==> config.mk <==
export PLATFORM = sky130hd
export DESIGN_NAME = periph_uart
export DESIGN_NICKNAME = d
export VERILOG_FILES = /design/src/rtl/periph_uart.sv
export SDC_FILE = /design/constraint.sdc
export NUM_CORES = 1
export LEC_CHECK = 0
export BUFFER_PORTS_ARGS = -buffer_cell sky130_fd_sc_hd__buf_2
export CAP_MARGIN = 20
export CORE_MARGIN = 2
export CORE_UTILIZATION = 45
export DETAILED_ROUTE_END_ITERATION = 7
export HOLD_SLACK_MARGIN = 0.03
export PLACE_DENSITY = 0.68
export SYNTH_ARGS = -nofsm -noshare
export SYNTH_HDL_FRONTEND = slang
export SYNTH_SLANG_ARGS = --single-unit
==> constraint.sdc <==
create_clock -name clk -period 2.5 [get_ports clk]
set_input_delay 0 -clock clk [delete_from_list [all_inputs] [get_ports clk]]
set_output_delay 0 -clock clk [all_outputs]
set_load 0.01 [all_outputs]
==> src/rtl/periph_uart.sv <==
// Memory-mapped 8N1 UART: 4-deep TX FIFO, single RX holding register, W1C error
// flags and a programmable bit divisor (bit period = DIVISOR+1 clk cycles).
module periph_uart #(
  parameter int          DataWidth      = 32,
  parameter logic [15:0] DefaultDivisor = 16'd433
) (
  input  logic                   clk,
  input  logic                   rst_n,
  input  logic [DataWidth-1:0]   data_periph_in,
  input  logic [3:0]             data_periph_write,
  output logic [4*DataWidth-1:0] data_periph_out,
  input  logic                   uart_rx,
  output logic                   uart_tx,
  output logic                   irq
);
  typedef enum logic [1:0] {IDLE, START, DATA, STOP} state_e;

  logic [15:0]     divisor;
  logic [3:0][7:0] fifo_mem;
  logic [1:0]      wr_ptr, rd_ptr;
  logic [2:0]      fifo_cnt;
  logic            fifo_empty, fifo_full, tx_push, tx_pop, tx_ovf_set, tx_busy;

  state_e      tx_state;
  logic [15:0] tx_cnt;
  logic [2:0]  tx_bit;
  logic [7:0]  tx_shift;

  state_e      rx_state;
  logic [1:0]  rx_sync;
  logic        rx_s, rx_prev, rx_done_ok, rx_done_err, rx_clr;
  logic [15:0] rx_cnt, rx_start_load;
  logic [2:0]  rx_bit;
  logic [7:0]  rx_shift, rx_byte;
  logic        rx_valid, rx_overrun, tx_overflow, frame_error;
  logic [2:0]  w1c;
  logic [31:0] status;
  logic        unused_in;

  assign unused_in  = ^data_periph_in[DataWidth-1:16];
  assign fifo_empty = (fifo_cnt == 3'd0);
  assign fifo_full  = (fifo_cnt == 3'd4);
  // A full FIFO drops the write even if the head is popped on the same edge.
  assign tx_push    = data_periph_write[0] && !fifo_full;
  assign tx_ovf_set = data_periph_write[0] && fifo_full;
  assign tx_pop     = !fifo_empty && (tx_state == IDLE || (tx_state == STOP && tx_cnt == 16'd0));
  assign tx_busy    = (tx_state != IDLE);

  assign rx_s        = rx_sync[1];
  assign rx_done_ok  = (rx_state == STOP) && (rx_cnt == 16'd0) && rx_s;
  assign rx_done_err = (rx_state == STOP) && (rx_cnt == 16'd0) && !rx_s;
  assign rx_clr      = data_periph_write[1];
  assign w1c         = data_periph_write[2] ? data_periph_in[6:4] : 3'b000;
  // START waits floor((D+1)/2) cycles: D>>1 for odd D, (D>>1)-1 for even D (clamped at D=0).
  assign rx_start_load = (divisor[0] || divisor == 16'd0) ? {1'b0, divisor[15:1]}
                                                          : {1'b0, divisor[15:1]} - 16'd1;

  assign status = {25'b0, frame_error, tx_overflow, rx_overrun, rx_valid, tx_busy, fifo_full, fifo_empty};
  assign data_periph_out = {16'b0, divisor, status, 23'b0, rx_valid, rx_byte, 32'b0};
  assign irq = rx_valid | rx_overrun | tx_overflow | frame_error;

  always_ff @(posedge clk) begin
    if (tx_push) fifo_mem[wr_ptr] <= data_periph_in[7:0];
  end

  always_ff @(posedge clk or negedge rst_n) begin
    if (!rst_n) begin
      wr_ptr <= '0; rd_ptr <= '0; fifo_cnt <= '0;
    end else begin
      if (tx_push) wr_ptr <= wr_ptr + 2'd1;
      if (tx_pop)  rd_ptr <= rd_ptr + 2'd1;
      fifo_cnt <= fifo_cnt + {2'b0, tx_push} - {2'b0, tx_pop};
    end
  end

  // Each bit reloads tx_cnt from DIVISOR, so divisor writes only apply at bit boundaries.
  always_ff @(posedge clk or negedge rst_n) begin
    if (!rst_n) begin
      tx_state <= IDLE; uart_tx <= 1'b1; tx_cnt <= '0; tx_bit <= '0; tx_shift <= '0;
    end else begin
      case (tx_state)
        IDLE: if (tx_pop) begin
          tx_state <= START; uart_tx <= 1'b0; tx_cnt <= divisor; tx_shift <= fifo_mem[rd_ptr];
        end
        START: if (tx_cnt == 16'd0) begin
          tx_state <= DATA; uart_tx <= tx_shift[0]; tx_shift <= tx_shift >> 1;
          tx_bit <= '0; tx_cnt <= divisor;
        end else tx_cnt <= tx_cnt - 16'd1;
        DATA: if (tx_cnt == 16'd0) begin
          tx_cnt <= divisor;
          if (tx_bit == 3'd7) begin
            tx_state <= STOP; uart_tx <= 1'b1;
          end else begin
            uart_tx <= tx_shift[0]; tx_shift <= tx_shift >> 1; tx_bit <= tx_bit + 3'd1;
          end
        end else tx_cnt <= tx_cnt - 16'd1;
        STOP: if (tx_cnt == 16'd0) begin
          if (tx_pop) begin
            tx_state <= START; uart_tx <= 1'b0; tx_cnt <= divisor; tx_shift <= fifo_mem[rd_ptr];
          end else tx_state <= IDLE;
        end else tx_cnt <= tx_cnt - 16'd1;
        default: tx_state <= IDLE;
      endcase
    end
  end

  always_ff @(posedge clk or negedge rst_n) begin
    if (!rst_n) begin
      rx_sync <= 2'b11; rx_prev <= 1'b1; rx_state <= IDLE;
      rx_cnt <= '0; rx_bit <= '0; rx_shift <= '0;
    end else begin
      rx_sync <= {rx_sync[0], uart_rx};
      rx_prev <= rx_s;
      case (rx_state)
        IDLE: if (rx_prev && !rx_s) begin
          rx_state <= START; rx_cnt <= rx_start_load;
        end
        START: if (rx_cnt == 16'd0) begin
          // Line back high at mid-start: treat as a glitch.
          if (rx_s) rx_state <= IDLE;
          else begin rx_state <= DATA; rx_cnt <= divisor; rx_bit <= '0; end
        end else rx_cnt <= rx_cnt - 16'd1;
        DATA: if (rx_cnt == 16'd0) begin
          rx_shift <= {rx_s, rx_shift[7:1]}; rx_cnt <= divisor;
          if (rx_bit == 3'd7) rx_state <= STOP;
          else rx_bit <= rx_bit + 3'd1;
        end else rx_cnt <= rx_cnt - 16'd1;
        STOP: if (rx_cnt == 16'd0) rx_state <= IDLE;
              else rx_cnt <= rx_cnt - 16'd1;
        default: rx_state <= IDLE;
      endcase
    end
  end

  // Flag sets win over same-cycle clears.
  always_ff @(posedge clk or negedge rst_n) begin
    if (!rst_n) begin
      divisor <= DefaultDivisor; rx_byte <= '0; rx_valid <= 1'b0;
      rx_overrun <= 1'b0; tx_overflow <= 1'b0; frame_error <= 1'b0;
    end else begin
      if (data_periph_write[3]) divisor <= data_periph_in[15:0];
      if (rx_done_ok) rx_byte <= rx_shift;
      if (rx_done_ok) rx_valid <= 1'b1;
      else if (rx_clr) rx_valid <= 1'b0;
      if (rx_done_ok && rx_valid && !rx_clr) rx_overrun <= 1'b1;
      else if (w1c[0]) rx_overrun <= 1'b0;
      if (tx_ovf_set) tx_overflow <= 1'b1;
      else if (w1c[1]) tx_overflow <= 1'b0;
      if (rx_done_err) frame_error <= 1'b1;
      else if (w1c[2]) frame_error <= 1'b0;
    end
  end
endmodule
==> results_dict.tcl <==
set metrics [dict create \
    grt_max_degree 42 \
    rsz0062_at_grt "false" \
    path_class "reg -> reg" \
    die_height_um 135 \
    switchingPower_mw 4.01 \
    synth-edff-count 32 \
    cp-end-kind "flop" \
    dp_cells 1029 \
    path_clk_slew_ns 0.06 \
    instances_no_fill 1084 \
    post_cts_buffers 0 \
    path_max_fanout 13 \
    area_delta_synth_final_pct 15.1 \
    clk_latency_ns 0.43 \
    route.final.wire_length_mm 17.4 \
    num_vias 5693 \
    syn_inst 749 \
    synthDistinctLibCells 75 \
    finalCritPeriodShare_pct 91.6 \
    core_area_um2 17100 \
    cts-htree-levels 4 \
    hp-class "in -> async" \
    seq_area_frac_synth_pct 43.8 \
    clock-sinks 129 \
    crit_required_ns 2.82 \
    cts_buffer_depth 2 \
    pwr-share-comb_pct 42.8 \
    cts_tree "yes" \
    die_x_um 135 \
    drive_above_1_share_pct 23.1 \
    vias_per_cell 5.25 \
    async_reset_ff_share_pct 75.2 \
    drc 0 \
    numCtsBuffers 17 \
    finalMaxSlewViolations 0 \
    grt_pass1_wl_mm 28.7 \
    layout_setup_ws_ns 0.211 \
    dpl.hpwl_mm 12.2 \
    max_stage_delay_ns 0.42 \
    power_frac_clock_pct 25.7 \
    syn_avg_cell_area_um2 10.4 \
    antenna_cells 0 \
    initialDrtViolationCount 375 \
    ys.flop_type "dfrtp_1" \
    slew_headroom_pct 59.4 \
    ir_worst_vdd_v 0.000750 \
    overflow 0 \
    p_per_area_nw_per_um2 1170 \
    sequentialPowerShare_pct 31.4 \
    tightest_slew_ns 0.609 \
    io_buffers 56 \
    power.total_mw 10.4 \
    skew_ns 0.0162 \
    fillers 1519 \
    initial_core_util_pct 45.5 \
    ios 169 \
    clock.fmax_mhz 437 \
    crit_chain "inv_1, ha_1, nor2b_1, nand4_1, buf_4, or3_1, a21oi_1, o21ai_0, a211o_1" \
    finalHoldViolations 0 \
    max_cap_violations 0 \
    track_usage_pct 20.2 \
    p_leak_nw 3.99 \
    postRouteAntennaNets 0 \
    syn_area_um2 7770 \
    finalSetupTns_ns 0 \
    nNetsFinal 910 \
    antenna_found_initial 0 \
    fin_crit_ns 2.29 \
    fin_area_um2 8940 \
    placed_area_um2 8070 \
    critical_path.startpoint_type "flop" \
    intPower_mw 6.40 \
    setup_viol 0 \
    std_cell_rows 48 \
    wl_per_cell_um 16.0 \
    crit_path_top_delay_cell "dfrtp_1" \
    die_area_um2 18300 \
    first_pass_iters 5 \
    cts-root-buf "clkbuf_16" \
    gp_congestion 0.862 \
    critical_path_arrival_ns 2.60 \
    yosysWarnings 0 \
    switching_share_pct 38.5 \
    synth_seq_cells 129 \
    status "finished, final reports clean" \
    grt_pass1_vias 5497 \
    dp_slack_ns 0.112 \
]
stage by stage:
step	util (%)	hold slack (ns)
floorplan	-	-0.296
global placement	47.3	-0.0174
detailed placement	47.3	-0.0156
CTS	52.4	0.0742
global route	52.4	0.125
finish	52.4	0.0581
sequential cells by signal, indices dropped and copies added, names as in the netlist, 2 cells and up, named ones only:
name and flops:
rx_bit 3, tx_bit 3, tx_shift 8, rx_cnt 16
rx_byte 8, fifo_cnt 3, rd_ptr 2, divisor 16
rx_shift 8, tx_state 2, tx_cnt 16, wr_ptr 2
fifo_mem 32, rx_sync 2
routing by layer:
| metal | global-route usage (%) | routed length, um | vias to the layer above |
|---|---|---|---|
| met3 | 4.38 | 1020 | 30 |
| met1 | 26.7 | 7630 | 2767 |
| met5 | 0 | 0 | - |
| li1 | - | - | 2695 |
| met4 | 6.94 | 346 | 0 |
| met2 | 33.0 | 8360 | 201 |
power groups by stage:
stage,clock [mW],combinational (mW),sequential [mW]
detailed placement,0,4.39,3.30
global placement,0,4.32,3.28
global route,2.81,5.01,3.35
CTS,2.71,4.46,3.27
floorplan,0,3.50,3.13
finish,2.68,4.46,3.27
critical path, delay by kind of cell, from the launching register on:
family | cells | cell delay [ns]
fa+ha+maj | 1 | 0.18
simple gates | 3 | 0.66
compound gates | 3 | 0.61
flops | 1 | 0.42
buf+inv | 2 | 0.30
final timing paths:
path                            startpoint  cells after the start  slack [ns]                    endpoint
worst max register to register   rx_cnt[1]                      9        0.21                  rx_cnt[14]
worst max-delay path             rx_cnt[1]                      9        0.21                  rx_cnt[14]
max in group asynchronous            rst_n                      3        1.69                     uart_tx
min in group clk                   uart_rx                      2        0.23                  rx_sync[0]
worst min register to register  rx_sync[0]                      0        0.36                  rx_sync[1]
worst min-delay path                 rst_n                      2        0.06  asynchronous set/reset pin
cells in the mapped netlist, types with 5 or more instances:
cell | number | area, um^2
a21oi_1 | 34 | 170
a221o_1 | 5 | 50.1
a22o_1 | 5 | 43.8
buf_2 | 6 | 30.0
buf_4 | 109 | 818
buf_6 | 5 | 56.3
clkbuf_1 | 18 | 67.6
dfrtp_1 | 88 | 2200
dfstp_2 | 9 | 236
edfxtp_1 | 32 | 961
ha_1 | 24 | 300
inv_1 | 28 | 105
mux2_2 | 31 | 349
mux2i_1 | 18 | 180
mux4_2 | 8 | 180
nand2_1 | 57 | 214
nand2b_1 | 5 | 31.3
nand3_1 | 12 | 60.1
nor2_1 | 35 | 131
nor3_1 | 20 | 100
nor4_1 | 13 | 81.3
o21ai_0 | 35 | 175
o21ai_1 | 6 | 30.0
o22ai_1 | 14 | 87.6
or3_1 | 11 | 68.8
or4_1 | 10 | 75.1
xnor2_1 | 13 | 114
xor2_1 | 13 | 114
cell usage in the layout (no fill, tap or decap), types with 4 or more instances in the layout:
master and count:
a21oi_1 34, a221o_1 5, a221oi_1 4, a22o_1 5
and2_1 4, buf_2 55, buf_4 44, bufinv_16 4
clkbuf_16 17, conb_1 96, dfrtp_1 88, dfstp_2 9
dlygate4sd3_1 23, edfxtp_1 32, ha_1 23, inv_1 27
inv_6 4, mux2_2 31, mux2i_1 18, mux4_2 8
nand2_1 57, nand2b_1 5, nand3_1 12, nor2_1 35
nor3_1 20, nor3b_1 4, nor4_1 12, o211ai_1 4
o21ai_0 35, o21ai_1 6, o22ai_1 14, o31ai_1 4
or3_1 11, or4_1 10, xnor2_1 13, xor2_1 13
cell families after synthesis:
kind of cell | synth area share, %
flip-flops | 43.8
AND/OR/NAND/NOR | 13.2
AO/OA/AOI/OAI | 12.7
multiplexers | 9.28
buffers and inverters | 14.0
other | 0.0483
adder cells (fa/ha/maj) | 4.12
XOR/XNOR | 2.93
layout make-up:
class                           count  area [um^2]  share of cell area, %
Clock buffer                       19          433                   4.84
Clock inverter                     13          199                   2.23
Inverter                           28          105                   1.18
Multi-Input combinational cell    547         3660                   41.0
Sequential cell                   129         3400                   38.0
Tap cell                          225          282                   3.15
Timing Repair Buffer              123          856                   9.58
timing repair:
action / in CTS / in global routing
hold buffers: 23 / 0
setup endpoints to repair: 0 / 6
gates resized for setup: 0 / 1
endpoints found under the hold margin: 145 / 0
(Power assumes the default switching activity.)
